### src/rtl/e_md_ctrl.sv
// e_md_ctrl: E-stage sequencer for the shared multiply/divide unit.
// Issues the datapath start pulse, times the operation, generates the
// HI/LO write enables at commit and stalls D around in-flight operations.
module e_md_ctrl #(
    parameter int unsigned MULT_CYCLES = 5,
    parameter int unsigned DIV_CYCLES  = 10
) (
    input  logic       clk,
    input  logic       reset,       // asynchronous, active-low
    input  logic       e_md_valid,
    input  logic [3:0] e_md_op,
    input  logic       e_flush,
    input  logic       d_md_use,
    output logic       start,
    output logic [3:0] dp_op,
    output logic       busy,
    output logic       hi_we,
    output logic       lo_we,
    output logic       wb_sel,
    output logic       done,
    output logic       stall
);

    localparam int unsigned MAX_CYCLES = (MULT_CYCLES > DIV_CYCLES) ? MULT_CYCLES : DIV_CYCLES;
    localparam int unsigned CNT_W      = $clog2(MAX_CYCLES) + 1;

    localparam logic [3:0] OP_MULT  = 4'b0001;
    localparam logic [3:0] OP_MULTU = 4'b0010;
    localparam logic [3:0] OP_DIV   = 4'b0011;
    localparam logic [3:0] OP_DIVU  = 4'b0100;
    localparam logic [3:0] OP_MTHI  = 4'b0101;
    localparam logic [3:0] OP_MTLO  = 4'b0110;

    typedef enum logic {
        IDLE = 1'b0,
        RUN  = 1'b1
    } state_e;

    state_e           state_q, state_d;
    logic [CNT_W-1:0] cnt_q, cnt_d;
    logic [3:0]       dp_op_q, dp_op_d;

    logic is_md_op;
    logic is_div_op;
    logic is_mt_op;
    logic acc_md;
    logic acc_mt;
    logic commit;

    // Decode the E-stage opcode into accepted requests; a flush kills the request outright.
    always_comb begin
        is_md_op  = (e_md_op inside {OP_MULT, OP_MULTU, OP_DIV, OP_DIVU});
        is_div_op = (e_md_op inside {OP_DIV, OP_DIVU});
        is_mt_op  = (e_md_op inside {OP_MTHI, OP_MTLO});
        acc_md    = e_md_valid & is_md_op & ~e_flush;
        acc_mt    = e_md_valid & is_mt_op & ~e_flush;
        commit    = (state_q == RUN) && (cnt_q == CNT_W'(1));
    end

    // Next-state logic: launch from IDLE, count down in RUN, return to IDLE after commit.
    always_comb begin
        // NOTE: every variable gets a default first so no path leaves it unassigned (no latch).
        state_d = state_q;
        cnt_d   = cnt_q;
        dp_op_d = dp_op_q;
        unique case (state_q)
            IDLE: begin
                if (acc_md) begin
                    state_d = RUN;
                    dp_op_d = e_md_op;
                    cnt_d   = is_div_op ? CNT_W'(DIV_CYCLES) : CNT_W'(MULT_CYCLES);
                end
            end
            RUN: begin
                // Requests arriving here are ignored; flushes cannot cancel an issued op.
                cnt_d = cnt_q - CNT_W'(1);
                if (cnt_q == CNT_W'(1)) begin
                    state_d = IDLE;
                end
            end
            default: state_d = IDLE;
        endcase
    end

    // Output decode, forced low while reset is asserted so nothing leaks out during reset.
    always_comb begin
        start  = 1'b0;
        busy   = 1'b0;
        hi_we  = 1'b0;
        lo_we  = 1'b0;
        wb_sel = 1'b0;
        done   = 1'b0;
        if (reset) begin
            if (state_q == IDLE) begin
                start = acc_md;
                hi_we = acc_mt & (e_md_op == OP_MTHI);
                lo_we = acc_mt & (e_md_op == OP_MTLO);
            end else begin
                busy = 1'b1;
                if (commit) begin
                    hi_we  = 1'b1;
                    lo_we  = 1'b1;
                    wb_sel = 1'b1;
                    done   = 1'b1;
                end
            end
        end
        stall = d_md_use & (start | busy);
        dp_op = dp_op_q;
    end

    // State, counter and latched opcode registers with asynchronous active-low reset.
    always_ff @(posedge clk or negedge reset) begin
        if (!reset) begin
            state_q <= IDLE;
            cnt_q   <= '0;
            dp_op_q <= '0;
        end else begin
            // NOTE: non-blocking assignments so all flops update from pre-edge values.
            state_q <= state_d;
            cnt_q   <= cnt_d;
            dp_op_q <= dp_op_d;
        end
    end

endmodule

### config.mk
export PLATFORM = sky130hd
export DESIGN_NAME = e_md_ctrl
export DESIGN_NICKNAME = d
export VERILOG_FILES = /design/src/rtl/e_md_ctrl.sv
export SDC_FILE = /design/constraint.sdc
export NUM_CORES = 1
export LEC_CHECK = 0
export ABC_AREA = 0
export CORE_ASPECT_RATIO = 0.9
export CORE_MARGIN = 3
export CORE_UTILIZATION = 34
export DETAILED_ROUTE_END_ITERATION = 6
export SKIP_LAST_GASP = 1
export SYNTH_ARGS = -nofsm -noshare
export SYNTH_HDL_FRONTEND = slang
export SYNTH_SLANG_ARGS = --single-unit
### constraint.sdc
create_clock -name clk -period 4 [get_ports clk]
set_input_delay 0.6 -clock clk [delete_from_list [all_inputs] [get_ports clk]]
set_output_delay 0.6 -clock clk [all_outputs]
set_load 0.01 [all_outputs]
==> results of run 1 <==
## power groups by stage
stage	combinational, mW	sequential, mW	clock (mW)
global placement	0.184	0.182	0
global route	0.210	0.188	0.102
detailed placement	0.188	0.184	0
floorplan	0.146	0.164	0
finish	0.189	0.180	0.0970
CTS	0.191	0.180	0.0990
## registers in the layout (all words and copies together) (netlist names)
register / flops
cnt_q: 5
state_q: 1
dp_op: 4
## placed cells by master, fill, tap and decap left out, types with 3 or more instances in the layout
| cell | count |
|---|---|
| a21oi_1 | 6 |
| clkbuf_4 | 3 |
| clkdlybuf4s50_1 | 19 |
| dfrtp_1 | 10 |
| inv_1 | 4 |
| nand2_1 | 4 |
| nor2_1 | 3 |
| nor3b_1 | 3 |
| o2bb2ai_1 | 4 |
## logic make-up after synthesis
logic type	after synthesis
AO/OA/AOI/OAI	24
adder cells (fa/ha/maj)	2
flip-flops	10
XOR/XNOR	4
buffers and inverters	9
AND/OR/NAND/NOR	26
## area by class of cell
cell class,count,area (um^2),share of cell area [%]
Multi-Input combinational cell,56,420,44.2
Inverter,4,15.0,1.58
Clock buffer,4,36.3,3.82
Tap cell,25,31.3,3.29
Timing Repair Buffer,20,198,20.8
Sequential cell,10,250,26.3
## how the worst max path moves through the flow
stage                     from  endpoint  slack (ns)
floorplan           e_md_op[3]     stall        1.96
global placement    e_md_op[3]     stall        0.88
detailed placement  e_md_op[3]     stall        0.87
CTS                 e_md_op[3]     stall        0.85
global route        e_md_op[3]     hi_we        0.75
finish              e_md_op[3]     stall        0.87
## routing by layer
layer,part of all wire (%),global-route usage [%]
met3,5.4,3.06
met1,51,21.0
met2,42,16.3
met5,0,0
met4,1.1,3.73
## critical path, stage by stage
cell and delay (ns):
clkdlybuf4s50_1 0.48, or3b_4 0.46, nor3_4 0.29, o211a_1 0.17, clkdlybuf4s50_1 0.53
==> impl_metrics.csv, run 1 <==
group,metric,value,unit
timing,final_hold_viol_count,0,
synth,ys_ff_latch,10,
clock_network,cts.sinks,10,
floorplan,pin_count,20,
timing,rsz0062_at_grt,"false",
critical_path,cp.required,3.40,ns
power,switching_share,36.3,%
clock_network,post-cts-setup-buffer-count,0,
power,leakagePower,0.377,nW
synth,yosysUniqueCellTypes,34,
layout,drive_above_1_share,8.51,%
floorplan,core.rowCount,15,
timing,report.final.slew_viol_count,0,
place,placed_area,915,um^2
clock_network,holdBufCountCts,0,
timing,final.setup.tns,0,ns
floorplan,dieWidth,54.2,um
floorplan,dieArea,2680,um^2
timing,fmax,0.319,GHz
timing,relSlewSlack,63.8,%
layout,diodes,0,
power,p_int,0.297,mW
timing,fin_skew,0.00250,ns
synth,synth_area_leaders,"dfrtp_1 35%, o2bb2ai_1 4.9%, a21oi_1 4.2%",
synth,synth_xor_area_share,4.92,%
synth,syn-instance-count,75,
route,totalWireLength,1.58,mm
place,dp_slack,0.867,ns
clock_network,cts_root_buf,"clkbuf_4",
place,port_buffers,19,
floorplan,core-area,1950,um^2
place,placed_cells,115,
critical_path,r2r_start,"state_q$_DFF_PN0_",
power,ir_worst_vdd,0.282,mV
synth,avgSynthCellArea,9.49,um^2
critical_path,worstSetupEndpointType,"primary output",
critical_path,cp_max_fo,5,
layout,area_delta_synth_final,33.6,%
synth,synth_compound_area_share,24.1,%
timing,fin_crit,3.13,ns
power,powerDensity,491,nW/um^2
synth,synth_area_leader_cell,"dfrtp_1",
power,p_sw,0.170,mW
clock_network,insertion_delay,0.27,ns
power,report.power.total,0.467,mW
critical_path,r2r-end,"cnt_q[2]$_DFFE_PN0P_",
critical_path,worstPathArrival,2.53,ns
synth,synthesis.area,712,um^2
synth,synth_nets,86,
critical_path,reg2reg_depth,3,
place,place_hpwl,1.14,mm
synth,synth_top_flop_cell,"dfrtp_1",
place,routabilityCongestion,0.731,
timing,layout_setup_ws,0.866,ns
global_routing,antenna_found_initial,0,
power,comb_power_share,40.6,%
layout,instances_no_fill,119,
synth,synth_top_family_by_area,"simple AND/OR/NAND/NOR gates",
critical_path,criticalPathCategory,"in2out",
synth,synth-seq-area-share,35.1,%
synth,async_flop_share,100,%
timing,tightest_slew,0.541,ns
floorplan,start_util,36.5,%
critical_path,critPathLaunchType,"input port",
clock_network,clock_path_buffers,2,
route,first_pass_iters,4,
clock_network,cts-resized-gates,0,
timing,final.period_utilization,78.4,%
global_routing,grt_first_pass_wirelength,2.61,mm
layout,final_cell_area,951,um^2
route,first_iter_violations,12,
flow_run,maxCapViolations,0,
synth,ys_top_cells_by_count,"10 x dfrtp_1, 6 x a21oi_1, 4 x inv_1, 4 x nand2_1, 4 x o2bb2ai_1",
route,drtAntennaViolNets,0,
layout,fillers,201,
clock_network,path_clk_slew,0.08,ns
worst_hold_path,hold_depth,1,
power,p_clk_share,20.8,%
power,seqPwrFrac,38.7,%
route,wl_per_cell,13.3,um
synth,synth_mux_area_share,0,%
timing,whs,0.513,ns
worst_hold_path,worstHoldPathType,"reg2reg",
layout,finalNetCount,106,
synth,synthMostInstantiatedCell,"dfrtp_1",
synth,synth-simple-area-share,26.5,%
layout,finish.utilization,48.7,%
floorplan,die_h,49.4,um
global_routing,grt_overflow_total,0,
worst_hold_path,holdCritStartpoint,"dp_op[1]$_DFFE_PN0P_",
worst_hold_path,hold_path_end,"dp_op[1]$_DFFE_PN0P_",
route,num_vias,626,
global_routing,grt_max_degree,16,
synth,ys_warn_count,0,
critical_path,reg2reg_slack,2.31,ns
synth,synth.top_cell.area_share,35.1,%
synth,synth-edff-count,0,
outcome,status,"complete, no violations",
clock_network,cts_buffers,3,
clock_network,cts_tree,"built",
clock_network,cts_max_level,1,
route,vias_per_cell,5.26,
global_routing,track_usage,12.9,%
synth,synthAdderAreaFrac,3.51,%
timing,setup_viol,0,
global_routing,grt_pass1_vias,571,
route,remaining_drc_errors,0,
No activity file was read; power rests on OpenSTA's default activity.
==> run 2, diff against run 1 <==
==> constraint.sdc (replaced) <==
create_clock -name clk -period 2.6 [get_ports clk]
set_input_delay 0.39 -clock clk [delete_from_list [all_inputs] [get_ports clk]]
set_output_delay 0.39 -clock clk [all_outputs]
set_load 0.01 [all_outputs]
==> run 2 against run 1 <==
Effect of this change:
- sequential share of layout area shrank 1.8 points
- hold slack worse by 0.045 ns
- cell area increased by 7.5%
- combinational power rose by 76%
- sequential power grew 44%
- die area did not move
- register-to-register slack got worse by 1.1 ns
- largest power group unchanged
- wire length rose by 5.6%
- via count up 1.4%
- setup slack got worse by 0.75 ns
- cell count rose by 7.6%
==> impl_metrics.csv, run 2 (synthesized netlist as in run 1, its figures left out) <==
group,metric,value,unit
power,p_clk_share,14.8,%
layout,instances_no_fill,128,
layout,area_delta_synth_final,43.6,%
route,remaining_drc_errors,0,
critical_path,r2r_start,"state_q$_DFF_PN0_",
floorplan,start_util,36.5,%
critical_path,slowest_delay,0.55,ns
critical_path,cp.required,2.21,ns
layout,diodes,0,
timing,fin_skew,0.00783,ns
layout,final_common_cell,"clkdlybuf4s50_1",
timing,report.final.slew_viol_count,0,
route,totalWireLength,1.67,mm
critical_path,crit_buf_inv,2,
timing,rsz0062_at_grt,"true",
power,comb_power_share,47.9,%
timing,fmax,0.403,GHz
power,powerDensity,681,nW/um^2
global_routing,track_usage,14.6,%
clock_network,cts_buffers,3,
route,wl_per_cell,13.0,um
critical_path,worstPathArrival,2.09,ns
clock_network,insertion_delay,0.26,ns
critical_path,critPathLaunchType,"input port",
place,routabilityCongestion,0.836,
flow_run,maxCapViolations,0,
critical_path,reg2reg_depth,4,
layout,largest_reg_flops,5,
floorplan,dieWidth,54.2,um
timing,layout_setup_ws,0.117,ns
clock_network,path_clk_slew,0.06,ns
outcome,status,"complete, no violations",
clock_network,clock_path_buffers,2,
route,num_vias,635,
critical_path,r2r-end,"cnt_q[2]$_DFFE_PN0P_",
route,vias_per_cell,4.96,
critical_path,cp_max_fo,6,
timing,final_hold_viol_count,0,
layout,finalNetCount,116,
power,p_sw,0.251,mW
layout,final_cell_area,1020,um^2
timing,tightest_slew,0.357,ns
timing,setup_viol,0,
place,dp_slack,0.00115,ns
floorplan,core-area,1950,um^2
critical_path,reg2reg_slack,1.18,ns
timing,final.period_utilization,95.5,%
clock_network,cts_tree,"built",
clock_network,cts_max_level,1,
route,drtAntennaViolNets,0,
place,placed_cells,125,
critical_path,worstPathCellList,"clkdlybuf4s50_1 -> nor4b_4 -> nand4b_1 -> a21boi_1 -> clkdlybuf4s50_1",
route,first_pass_iters,3,
layout,mostFrequentLayoutCells,"16 x clkdlybuf4s50_1, 11 x buf_4, 10 x dfrtp_1",
place,place_hpwl,1.33,mm
global_routing,grt_pass1_vias,656,
floorplan,pin_count,20,
floorplan,die_h,49.4,um
global_routing,grt_max_degree,15,
power,leakagePower,0.446,nW
place,placed_area,990,um^2
global_routing,antenna_found_initial,0,
timing,relSlewSlack,76.1,%
critical_path,cp_top_family,"buffers and inverters",
critical_path,cp_slowest_cell,"clkdlybuf4s50_1",
worst_hold_path,worstHoldPathType,"in2async",
global_routing,grt_first_pass_wirelength,2.86,mm
clock_network,cts.sinks,10,
route,first_iter_violations,10,
floorplan,core.rowCount,15,
critical_path,criticalPathCategory,"in2out",
layout,largest_register,"cnt_q",
global_routing,grt_overflow_total,0,
timing,fin_crit,2.48,ns
floorplan,dieArea,2680,um^2
power,p_int,0.446,mW
critical_path,cp_common_cell,"clkdlybuf4s50_1",
power,ir_worst_vdd,0.491,mV
critical_path,worstSetupEndpointType,"primary output",
layout,drive_above_1_share,17.5,%
power,seqPwrFrac,37.3,%
place,port_buffers,19,
clock_network,cts_root_buf,"clkbuf_4",
power,switching_share,36.0,%
run 2: cell types whose count changed in the layout (fill, tap and decap cells not counted), sizes merged:
cell	delta
clkbuf	-1
buf	+10
dlymetal6s2s	+2
clkdlybuf4s50	-3
dlygate4sd2	+1
run 2: worst max path at each step:
stage,startpoint,to,slack [ns],depth (start not counted)
final,e_md_valid,hi_we,0.12,5
after detailed placement,e_md_op[3],stall,0.001,5
after global placement,e_md_op[3],stall,0.01,5
after global routing,cnt_q[1]$_DFFE_PN0P_,hi_we,-0.03,6
after floorplan,state_q$_DFF_PN0_,lo_we,0.97,3
after CTS,e_flush,stall,0.002,5
run 2: layer usage:
metal / GRT usage [%] / routed length, um / up-vias
met5: 0 / 0 / -
met4: 3.73 / 16 / 0
met3: 4.89 / 106 / 2
met2: 20.5 / 763 / 16
met1: 21.0 / 780 / 286
li1: - / - / 331
run 2: area by class of cell:
cell class              count  area (um^2)
multi-input cells          56          427
fillers                   187          930
inverters                   4         15.0
repair buffers             30          277
flip-flops and latches     10          250
well taps                  25         31.3
clock buffers               3         22.5
run 2: power groups by stage:
stage / sequential [mW] / combinational [mW] / clock, mW
2_1_floorplan: 0.253 / 0.225 / 0
3_3_place_gp: 0.257 / 0.328 / 0
3_5_place_dp: 0.258 / 0.334 / 0
4_1_cts: 0.254 / 0.335 / 0.109
5_1_grt: 0.269 / 0.375 / 0.119
6_report: 0.260 / 0.333 / 0.103
run 2: timing repair:
action                                  in CTS  in global routing
resized for setup                            1                  3
hold endpoints to repair                     0                  0
pin swaps                                    0                  0
setup buffers                                0                  0
endpoints found under the setup margin       1                  3
hold buffers                                 0                  0
run 2: stage by stage:
stage	total power [mW]	utilization [%]	TNS, ns	hold slack [ns]
finish	0.696	52.4	0	0.467
global route	0.762	52.4	-0.0328	0.463
CTS	0.699	51.8	0	0.475
detailed placement	0.591	50.7	0	0.502
global placement	0.586	50.7	0	0.498
floorplan	0.478	-	0	0.0944
==> run 3, diff against run 2 <==
--- a/config.mk
+++ b/config.mk
@@ -6,11 +6,13 @@
 export NUM_CORES = 1
 export LEC_CHECK = 0
 export ABC_AREA = 0
+export CAP_MARGIN = 20
 export CORE_ASPECT_RATIO = 0.9
-export CORE_MARGIN = 3
+export CORE_MARGIN = 4
 export CORE_UTILIZATION = 34
 export DETAILED_ROUTE_END_ITERATION = 6
 export SKIP_LAST_GASP = 1
+export SLEW_MARGIN = 10
 export SYNTH_ARGS = -nofsm -noshare
 export SYNTH_HDL_FRONTEND = slang
 export SYNTH_SLANG_ARGS = --single-unit
==> run 3 against run 2 <==
Effect of this change:
- via count rose by 6.5%
- highest routed layer unchanged
- total power rose by 5.6%
- hold slack got worse by 0.13 ns
- register-to-register slack improved by 0.08 ns
==> impl_metrics.csv, run 3 (synthesized netlist as in run 1, its figures left out) <==
group,metric,value,unit
route,remaining_drc_errors,0,
timing,final.setup.tns,0,ns
floorplan,pin_count,20,
route,wl_per_cell,13.0,um
layout,finish.utilization,53.5,%
layout,fillers,194,
route,vias_per_cell,5.20,
place,placed_area,997,um^2
layout,mostFrequentLayoutCells,"16 x clkdlybuf4s50_1, 12 x buf_4, 10 x dfrtp_1",
place,place_hpwl,1.35,mm
timing,relSlewSlack,78.4,%
layout,final_cell_area,1040,um^2
power,seqPwrFrac,35.1,%
route,first_iter_violations,14,
floorplan,dieWidth,56.2,um
critical_path,worstPathArrival,2.12,ns
critical_path,r2r_start,"state_q$_DFF_PN0_",
clock_network,path_clk_slew,0.07,ns
critical_path,cp.required,2.21,ns
clock_network,post-cts-setup-buffer-count,0,
layout,regArea,250,um^2
route,totalWireLength,1.69,mm
power,p_int,0.477,mW
layout,largest_register,"cnt_q",
timing,rsz0062_at_grt,"false",
clock_network,cts_tree,"built",
place,port_buffers,19,
global_routing,grt_pass1_vias,707,
global_routing,grt_max_degree,15,
power,p_clk_share,19.4,%
power,powerDensity,705,nW/um^2
layout,final_common_cell,"clkdlybuf4s50_1",
route,drtAntennaViolNets,0,
timing,fin_crit,2.51,ns
clock_network,cts_buffers,3,
critical_path,criticalPathCategory,"in2out",
flow_run,maxCapViolations,0,
layout,diodes,0,
floorplan,dieArea,2890,um^2
power,p_sw,0.258,mW
global_routing,grt_overflow_total,0,
clock_network,insertion_delay,0.27,ns
global_routing,grt_first_pass_wirelength,3.09,mm
timing,tightest_slew,0.320,ns
power,switching_share,35.1,%
critical_path,worstSetupEndpointType,"primary output",
global_routing,antenna_found_initial,0,
clock_network,cts_root_buf,"clkbuf_4",
timing,setup_viol,0,
floorplan,die_h,51.4,um
critical_path,critPathLaunch,"e_md_valid",
worst_hold_path,worstHoldPathType,"in2async",
layout,largest_reg_flops,5,
layout,drive_above_1_share,19.0,%
timing,final.period_utilization,96.7,%
clock_network,cts_max_level,1,
layout,area_delta_synth_final,46.6,%
critical_path,critPathLaunchType,"input port",
critical_path,cp_max_fo,5,
layout,multi_input_area,427,um^2
power,ir_worst_vdd,0.457,mV
floorplan,core-area,1950,um^2
power,leakagePower,0.458,nW
power,comb_power_share,45.5,%
global_routing,track_usage,13.5,%
timing,report.final.slew_viol_count,0,
clock_network,clock_path_buffers,2,
floorplan,core.rowCount,15,
layout,finalNetCount,117,
floorplan,start_util,36.5,%
timing,fmax,0.398,GHz
place,routabilityCongestion,0.751,
timing,final_hold_viol_count,0,
route,first_pass_iters,4,
clock_network,cts.sinks,10,
outcome,status,"complete, no violations",
route,num_vias,676,
timing,fin_skew,0.00499,ns
-- run 3: changes by cell type in the layout (fill, tap and decap cells not counted) --
cell and change:
buf_4 +1, clkbuf_8 +1
-- run 3: cell type report --
cell class / instances / area share, %
Inverter: 4 / 1.44
Timing Repair Buffer: 31 / 27.2
Tap cell: 25 / 3.00
Sequential cell: 10 / 24.0
Multi-Input combinational cell: 56 / 40.9
Clock buffer: 4 / 3.48
-- run 3: critical path: stages --
cell and delay [ns]:
clkdlybuf4s50_1 0.48, buf_4 0.11, nor4b_4 0.26, buf_4 0.20
and3_1 0.15, clkdlybuf4s50_1 0.53
-- run 3: through the flow --
stage	hold WS, ns	total power, mW	instances	setup slack (ns)
2_1_floorplan	0.0944	0.478	75	0.973
3_3_place_gp	0.488	0.587	126	0.0144
3_5_place_dp	0.497	0.595	126	-0.0107
4_1_cts	0.345	0.738	130	0.0138
5_1_grt	0.350	0.799	130	0.00377
6_report	0.342	0.735	130	0.0862
-- run 3: power groups by stage --
| stage | Clock (mW) | Sequential [mW] | Combinational, mW |
|---|---|---|---|
| after floorplan | 0 | 0.253 | 0.225 |
| after global placement | 0 | 0.257 | 0.330 |
| after detailed placement | 0 | 0.258 | 0.337 |
| after CTS | 0.145 | 0.255 | 0.338 |
| after global routing | 0.155 | 0.266 | 0.377 |
| final | 0.142 | 0.258 | 0.335 |
-- run 3: final timing paths --
kind,end,slack [ns],cells past startpoint
worst min register to register,dp_op[0]$_DFFE_PN0P_,0.51,1
worst min-delay path,cnt_q[0]$_DFFE_PN0P_,0.34,1
worst max-delay path,start,0.09,6
min in group clk,dp_op[0]$_DFFE_PN0P_,0.51,1
max in group asynchronous,dp_op[0]$_DFFE_PN0P_,1.90,2
worst max register to register,cnt_q[2]$_DFFE_PN0P_,1.26,4
-- run 3: routing by layer --
| metal | vias up | GRT usage (%) | wire (um) |
|---|---|---|---|
| met4 | 0 | 1.19 | 10 |
| li1 | 335 | - | - |
| met5 | - | 0 | 0 |
| met1 | 319 | 16.9 | 809 |
| met3 | 2 | 6.06 | 115 |
| met2 | 20 | 22.2 | 752 |
-- run 3: timing repair --
action	in CTS	in global routing
resized for setup	1	3
hold buffers	0	0
pin swaps	0	0
endpoints found under the setup margin	1	3
